### src/rtl/spi_keys_host.sv
// spi_keys_host: mode-0 SPI master that repeatedly reads a keyboard slave into an atomically updated key snapshot
module spi_keys_host #(
  parameter int NUM_KEYS = 68,
  parameter int CLK_DIV  = 4,
  parameter int BYTE_GAP = 8,
  parameter int SCAN_GAP = 16
) (
  input  logic                clk_g_i,
  input  logic                rstn_g_i,
  input  logic                scan_en_i,
  output logic                spi_clk_o,
  output logic                spi_mosi_o,
  input  logic                spi_miso_i,
  output logic                spi_cs_o,
  output logic [NUM_KEYS-1:0] keys_o,
  output logic                keys_valid_o,
  output logic                keys_changed_o,
  output logic                busy_o
);
  localparam int GROUPS = (NUM_KEYS + 7) / 8;
  localparam int BW = $clog2(GROUPS + 1);
  localparam int MAX_AB = CLK_DIV > BYTE_GAP ? CLK_DIV : BYTE_GAP;
  localparam int MAXC = MAX_AB > SCAN_GAP ? MAX_AB : SCAN_GAP;
  localparam int CW = $clog2(MAXC + 1);
  typedef enum logic [2:0] {
    S_IDLE, S_CS_SETUP, S_SHIFT, S_BYTE_GAP, S_CS_HOLD, S_UPDATE, S_SCAN_WAIT
  } state_t;
  state_t state_q, state_d;
  logic [CW-1:0] cnt_q, cnt_d;
  logic [BW-1:0] byte_q, byte_d;
  logic [2:0] bit_q, bit_d;
  logic [7:0] sr_q, sr_d, tx;
  logic [NUM_KEYS-1:0] shd_q, shd_d, keys_q, keys_d;
  logic sck_q, sck_d, mosi_q, mosi_d, cs_q, cs_d;
  logic valid_q, valid_d, chg_q, chg_d, busy_q, busy_d;
  logic rise;
  always_comb begin
    state_d = state_q;
    cnt_d = cnt_q + CW'(1);
    byte_d = byte_q;
    bit_d = bit_q;
    sr_d = sr_q;
    shd_d = shd_q;
    keys_d = keys_q;
    sck_d = sck_q;
    cs_d = cs_q;
    valid_d = 1'b0;
    chg_d = 1'b0;
    rise = 1'b0;
    case (state_q)
      S_IDLE: begin
        cnt_d = '0;
        if (scan_en_i) begin
          state_d = S_CS_SETUP;
          cs_d = 1'b0;
          byte_d = '0;
          bit_d = 3'd7;
        end
      end
      S_CS_SETUP: rise = cnt_q == CW'(CLK_DIV - 1);
      S_BYTE_GAP: rise = cnt_q == CW'(BYTE_GAP - 1);
      S_SHIFT: begin
        rise = !sck_q && cnt_q == CW'(CLK_DIV - 1);
        if (sck_q && cnt_q == CW'(CLK_DIV - 1)) begin
          sck_d = 1'b0;
          cnt_d = '0;
          bit_d = bit_q - 3'd1;
          if (bit_q == 3'd0) begin
            for (int k = 0; k < NUM_KEYS; k++)
              if (int'(byte_q) == k / 8 + 1) shd_d[k] = sr_q[k[2:0]];
            if (byte_q == BW'(GROUPS)) begin
              state_d = S_CS_HOLD;
            end else begin
              state_d = S_BYTE_GAP;
              byte_d = byte_q + BW'(1);
            end
          end
        end
      end
      S_CS_HOLD: begin
        if (cnt_q == CW'(CLK_DIV - 1)) begin
          cs_d = 1'b1;
          state_d = S_UPDATE;
        end
      end
      S_UPDATE: begin
        keys_d = shd_q;
        valid_d = 1'b1;
        chg_d = shd_q != keys_q;
        cnt_d = '0;
        state_d = S_SCAN_WAIT;
      end
      S_SCAN_WAIT: begin
        if (cnt_q == CW'(SCAN_GAP - 2)) begin
          cnt_d = '0;
          byte_d = '0;
          bit_d = 3'd7;
          cs_d = !scan_en_i;
          if (scan_en_i) state_d = S_CS_SETUP;
          else state_d = S_IDLE;
        end
      end
      default: state_d = S_IDLE;
    endcase
    if (rise) begin
      state_d = S_SHIFT;
      sck_d = 1'b1;
      cnt_d = '0;
      sr_d = {sr_q[6:0], spi_miso_i};
    end
    tx = byte_d < BW'(GROUPS) ? 8'(byte_d) : 8'h00;
    mosi_d = (state_d inside {S_CS_SETUP, S_SHIFT, S_BYTE_GAP}) && tx[bit_d];
    busy_d = state_d inside {S_CS_SETUP, S_SHIFT, S_BYTE_GAP, S_CS_HOLD};
  end
  always_ff @(posedge clk_g_i) begin
    if (!rstn_g_i) begin
      state_q <= S_IDLE;
      cnt_q <= '0;
      byte_q <= '0;
      bit_q <= '0;
      sr_q <= '0;
      shd_q <= '0;
      keys_q <= '0;
      sck_q <= 1'b0;
      mosi_q <= 1'b0;
      cs_q <= 1'b1;
      valid_q <= 1'b0;
      chg_q <= 1'b0;
      busy_q <= 1'b0;
    end else begin
      state_q <= state_d;
      cnt_q <= cnt_d;
      byte_q <= byte_d;
      bit_q <= bit_d;
      sr_q <= sr_d;
      shd_q <= shd_d;
      keys_q <= keys_d;
      sck_q <= sck_d;
      mosi_q <= mosi_d;
      cs_q <= cs_d;
      valid_q <= valid_d;
      chg_q <= chg_d;
      busy_q <= busy_d;
    end
  end
  assign spi_clk_o = sck_q;
  assign spi_mosi_o = mosi_q;
  assign spi_cs_o = cs_q;
  assign keys_o = keys_q;
  assign keys_valid_o = valid_q;
  assign keys_changed_o = chg_q;
  assign busy_o = busy_q;
endmodule
### config.mk
export PLATFORM = sky130hd
export DESIGN_NAME = spi_keys_host
export DESIGN_NICKNAME = d
export VERILOG_FILES = /design/src/rtl/spi_keys_host.sv
export SDC_FILE = /design/constraint.sdc
export NUM_CORES = 1
export LEC_CHECK = 0
export BUFFER_PORTS_ARGS = -buffer_cell sky130_fd_sc_hd__buf_2
export CORE_ASPECT_RATIO = 1.4
export CORE_MARGIN = 2
export CORE_UTILIZATION = 58
export CTS_CLUSTER_SIZE = 12
export DETAILED_ROUTE_END_ITERATION = 8
export PLACE_DENSITY = 0.79
export SYNTH_ARGS = -nofsm -noshare
export SYNTH_HDL_FRONTEND = slang
export SYNTH_SLANG_ARGS = --single-unit
### constraint.sdc
create_clock -name clk_g_i -period 2.69 [get_ports clk_g_i]
set_input_delay 0.269 -clock clk_g_i [delete_from_list [all_inputs] [get_ports clk_g_i]]
set_output_delay 0.269 -clock clk_g_i [all_outputs]
set_load 0.01 [all_outputs]
==> results of run 1 <==
per-layer routing:
metal,vias up,GRT usage,share of wire
met5,-,0,0
met4,0,0.1187,0.034
met3,33,0.04799,0.052
met2,229,0.4680,0.52
met1,2966,0.3249,0.39
li1,2999,-,-
where the power goes:
group / leakage [nW] / total, mW / internal (mW) / switching (mW)
clock network: 0.273 / 2.35 / 1.33 / 1.02
logic: 1.91 / 0.105 / 0.0344 / 0.0702
registers: 1.33 / 2.46 / 2.45 / 0.0110
total: 3.51 / 4.92 / 3.82 / 1.10
final cells by class:
type                    instances  area share
clock buffers                  19     0.05453
inverters                       8    0.003916
repair buffers                 94     0.06929
clock inverters                13     0.01476
flip-flops and latches        165      0.3977
multi-input cells             624      0.4373
well taps                     150     0.02259
cell usage after synthesis, types with 3 or more instances:
cell	instances
o21ai_0	10
nand3_1	32
buf_2	7
a31oi_1	7
nand2b_1	4
a211o_1	3
a21oi_1	108
mux2i_1	44
xor2_1	38
clkbuf_1	45
inv_1	7
buf_1	6
dfxtp_1	165
nor2_1	58
nand4_1	15
and2_1	6
nor4_1	12
nor3_1	4
ha_1	8
nand2_1	193
xnor2_1	33
state kept, by name (all words and copies together) (netlist names):
signal,cells
bit_q,3
busy_o,1
byte_q,4
cnt_q,5
keys_changed_o,1
keys_o,68
keys_valid_o,1
shd_q,68
spi_clk_o,1
spi_cs_o,1
spi_mosi_o,1
sr_q,8
state_q,3
path summary, 6_finish.rpt:
path	from	endpoint	slack, ps	depth (start not counted)
hold / removal	rstn_g_i	spi_cs_o$_SDFFE_PN1P_	110	2
hold reg to reg	cnt_q[0]$_SDFF_PP0_	cnt_q[0]$_SDFF_PP0_	470	1
setup / recovery	cnt_q[0]$_SDFF_PP0_	shd_q[18]$_SDFFE_PN0P_	230	7
setup reg to reg	cnt_q[0]$_SDFF_PP0_	shd_q[18]$_SDFFE_PN0P_	230	7
kinds of logic (layout without fill, tap and decap cells):
group | after synthesis | count (layout) | share of synthesized area
buffers and inverters | 67 | 134 | 0.03722
flip-flops | 165 | 165 | 0.4591
AO/OA/AOI/OAI | 149 | 149 | 0.1162
multiplexers | 45 | 45 | 0.06278
XOR/XNOR | 71 | 71 | 0.08644
adder cells (fa/ha/maj) | 8 | 8 | 0.01391
AND/OR/NAND/NOR | 351 | 351 | 0.2243
==> reports/results.tsv, run 1 <==
metric	value	unit
drt initial violations	355	
CTS buffer count	17	
Antenna Cells	0	
outcome	finished, final reports clean	
hpwl dp	12.20	mm
Fin. Hold Viols	0	
CP Class	reg2reg	
DR DRC count	0	
register area share after synthesis	0.4591	
routed length per placed instance	16.86	um
CP startpoint kind	flop	
clock sinks	165	
Top FF cell, synth	dfxtp_1	
hold_ws	108.6	ps
largest net degree at the start of global routing	64	
final worst slack	229.6	ps
Synth-to-Final Area Change	15.46	%
effective utilization at floorplan	0.5901	
maximum clock insertion buffer count	2	
crit share post-route	0.9146	
worst path bufs/invs	0	
Final Power	4.917	mW
All-Layer GR Usage	0.2688	
antenna viol nets, final	0	
H-tree Lvls	4	
FILL cells	1000	
CP max stage cell	nor3_1	
Die W	98.13	um
initial antenna violation count	0	
slowest stage delay, CP	430	ps
# resized after CTS	0	
commonest non-fill, non-tap cell in the layout	nand2_1	
Yosys top cell area share	0.4591	
first-pass GRT wire length	28.50	mm
Max-Slew Margin vs Limit	0.5496	
syn nets	868	
multi-input gate area in the final layout	3632	um^2
Warnings, synthesis	0	
leading area contributor after synthesis	dfxtp_1	
GP Congestion	0.9358	
Setup TNS	0	ps
ys async rst share	0	
placed insts	1041	
gr ovfl total	0	
Worst-Margin Slew	675.5	ps
crit path cell chain	ha_1 > nor4b_4 > nand3_1 > nor3_1 > nand2_1 > mux2i_1 > nor2_1	
WP data arrival	2750	ps
vias in the first global route	5625	
maximum fanout along the worst path	8	
Post-Layout Cell Count	1073	
Port Buffers	77	
most frequent cells in the layout	nand2_1 (192), dfxtp_1 (165), a21oi_1 (108)	
IO Count	78	
Max-cap violations	0	
setup slack at placement	321.0	ps
Core Util, Final	0.6813	
post-layout min period	2460	ps
Worst-Skew Late Latency	420	ps
Post-CTS Setup Inserts	0	
core area	12190	um^2
Total Nets Final	922	
CTS tree	built	
P_leak	3.513	nW
skew final	7.102	ps
Synth Register Bits	165	
Pins Over Slew Limit	0	
HP Class	in2reg	
die footprint	13320	um^2
top cells by area in the synthesized netlist	dfxtp_1 (46%), nand2_1 (10%), a21oi_1 (7.5%)	
finished layout cell area	8307	um^2
EDFF count, synth	0	
# rows	48	
pwr dens	591.9	nW/um^2
Via Count	6227	
clock root cell	clkbuf_16	
ratio of cells with drive above 1 in the final layout	0.1517	
post-synth cell types	58	
Worst EP required	2980	ps
CTS hold repair buffers	0	
Die Ht	135.8	um
endpoints failing setup	0	
Worst Setup End Kind	flop	
Vias/cell	5.803	
dpl cell area	7731	um^2
Routed WL	18.09	mm
RSZ-0062 raised after global routing	false	
FF+latch area	3303	um^2
worst-case vdd ir drop	0.4283	mV
1st-pass router iterations	6	
Top delay family on crit path	simple AND/OR/NAND/NOR gates	
Fmax	406.4	MHz
mapped cell area	7194	um^2
syn_area_per_cell	8.405	um^2
synthesized netlist cell count	856	
clock transition at the registers of the reported paths	70	ps
Note: power is estimated with default switching activity, not from simulation.
==> run 2, diff against run 1 <==
- BUFFER_PORTS_ARGS: -buffer_cell sky130_fd_sc_hd__buf_2 -> not set
- CORE_UTILIZATION: 58 -> 63
- DONT_BUFFER_PORTS: not set -> 1
- PLACE_DENSITY: 0.79 -> 0.88
==> reports/results.tsv, run 2 (same netlist as run 1, synthesis figures left out) <==
metric	value	unit	change
outcome	finished, final reports clean		
Setup TNS	0	ps	unchanged
1st-pass router iterations	5		-1
worst-case vdd ir drop	0.5363	mV	+25%
post-layout min period	2478	ps	+17.13 ps
ratio of cells with drive above 1 in the final layout	0.07101		-0.08067
Hold Path Origin	rstn_g_i		
CTS tree	built		
largest net degree at the start of global routing	73		+14%
GP Congestion	0.9194		-1.8%
Total Nets Final	847		-8.1%
vias in the first global route	5810		+3.3%
Worst-Margin Slew	744.4	ps	+68.88 ps
effective utilization at floorplan	0.6410		+0.05092
slowest stage delay, CP	420	ps	about the same
hpwl dp	12.23	mm	+0.24%
routed length per placed instance	19.28	um	+14%
Port Buffers	0		-100%
clock transition at the registers of the reported paths	60	ps	about the same
CP Class	reg2reg		
skew final	5.262	ps	-1.840 ps
gr ovfl total	0		unchanged
Max-Slew Margin vs Limit	0.5037		-0.04592
maximum fanout along the worst path	8		unchanged
Die Ht	130.4	um	-3.9%
Fmax	403.6	MHz	-0.69%
Worst setup startpoint	cnt_q[0]$_SDFF_PP0_		
antenna viol nets, final	0		unchanged
crit share post-route	0.9210		+0.006370
Final Power	5.179	mW	+5.3%
crit path cell chain	ha_1 > nor4b_4 > nand3_1 > nor3_1 > nand2_1 > mux2i_1 > nor2_1		
core area	11220	um^2	-7.9%
Synth-to-Final Area Change	10.73	%	
pwr dens	650.1	nW/um^2	+9.8%
Antenna Cells	0		unchanged
FILL cells	781		-22%
# resized after CTS	0		unchanged
commonest non-fill, non-tap cell in the layout	nand2_1		
clock sinks	165		unchanged
Max-cap violations	0		unchanged
placed insts	958		-8.0%
clock root cell	clkbuf_16		
Worst Setup End Kind	flop		
most frequent cells in the layout	nand2_1 (192), dfxtp_1 (165), a21oi_1 (108)		
first-pass GRT wire length	29.84	mm	+4.7%
CP max stage cell	nand2_1		
drt initial violations	536		+51%
# rows	46		-4.2%
Vias/cell	6.186		+6.6%
CTS buffer count	17		unchanged
worst path bufs/invs	0		unchanged
IO Count	78		unchanged
Routed WL	19.07	mm	+5.4%
Reg-to-Reg Start	cnt_q[0]$_SDFF_PP0_		
FF+latch area	3303	um^2	unchanged
Worst EP required	2980	ps	about the same
Die W	94.32	um	-3.9%
Fin. Hold Viols	0		unchanged
maximum clock insertion buffer count	2		unchanged
hold_ws	55.10	ps	-53.50 ps
H-tree Lvls	4		unchanged
Post-Layout Cell Count	989		-7.8%
HP Class	in2reg		
initial antenna violation count	0		unchanged
All-Layer GR Usage	0.3172		+0.04843
endpoints failing setup	0		unchanged
die footprint	12300	um^2	-7.7%
Top delay family on crit path	simple AND/OR/NAND/NOR gates		
DR DRC count	0		unchanged
multi-input gate area in the final layout	3632	um^2	unchanged
Core Util, Final	0.7098		+0.02847
CP startpoint kind	flop		
WP data arrival	2770	ps	+20 ps
P_leak	3.120	nW	-11%
Via Count	6118		-1.8%
Worst-Skew Late Latency	430	ps	about the same
Pins Over Slew Limit	0		unchanged
RSZ-0062 raised after global routing	false		
==> run 2: cell count changes in the layout (fill, tap and decap cells not counted) <==
cell,previous run,this run
buf_12,5,3
buf_2,77,0
buf_4,12,14
bufinv_16,1,5
clkinv_2,2,3
clkinv_4,2,0
clkinvlp_4,4,2
dlygate4sd3_1,0,2
inv_6,4,0
==> run 2: worst paths after layout <==
path	end	slack, ps	cells past startpoint
worst min register to register	cnt_q[0]$_SDFF_PP0_	470	1
worst max-delay path	shd_q[20]$_SDFFE_PN0P_	210	7
worst max register to register	shd_q[20]$_SDFFE_PN0P_	210	7
worst min-delay path	spi_mosi_o$_SDFF_PN0_	60	3
==> run 2: cell type report <==
class / instances / share of cell area
inverters: 8 / 0.004084
well taps: 144 / 0.02262
clock inverters: 10 / 0.02262
multi-input cells: 624 / 0.4559
repair buffers: 19 / 0.02324
clock buffers: 19 / 0.05686
flip-flops and latches: 165 / 0.4146
==> run 2: power by group <==
part / internal, mW / leakage, nW / switching [mW] / total (mW)
Clock: 1.67 / 0.307 / 0.945 / 2.62
Sequential: 2.45 / 1.33 / 0.0132 / 2.47
Combinational: 0.0304 / 1.48 / 0.0640 / 0.0944
==> run 2: per-layer routing <==
| layer | vias to the layer above | routed length [um] | global-route usage |
|---|---|---|---|
| met4 | 0 | 973 | 0.1986 |
| met5 | - | 0 | 0 |
| met2 | 278 | 9716 | 0.5534 |
| met1 | 2915 | 6981 | 0.3448 |
| li1 | 2855 | - | - |
| met3 | 70 | 1400 | 0.07511 |
==> run 2: timing repair <==
item / 4_1_cts / 5_1_grt
setup buffers: 0 / 0
hold buffers: 2 / 0
endpoints found under the hold margin: 7 / 0
==> run 2: through the flow <==
stage               setup WS (ps)  area (um^2)
finish                      212.5         7966
global route                101.2         7966
CTS                         228.4         7966
detailed placement          297.3         7313
global placement            429.5         7313
floorplan                   529.2         7194
==> run 2: worst reg2reg max path, cell delays in order (launching register included) <==
cell	delay (ps)
dfxtp_1	370
ha_1	260
nor4b_4	290
nand3_1	260
nor3_1	410
nand2_1	420
mux2i_1	290
nor2_1	50
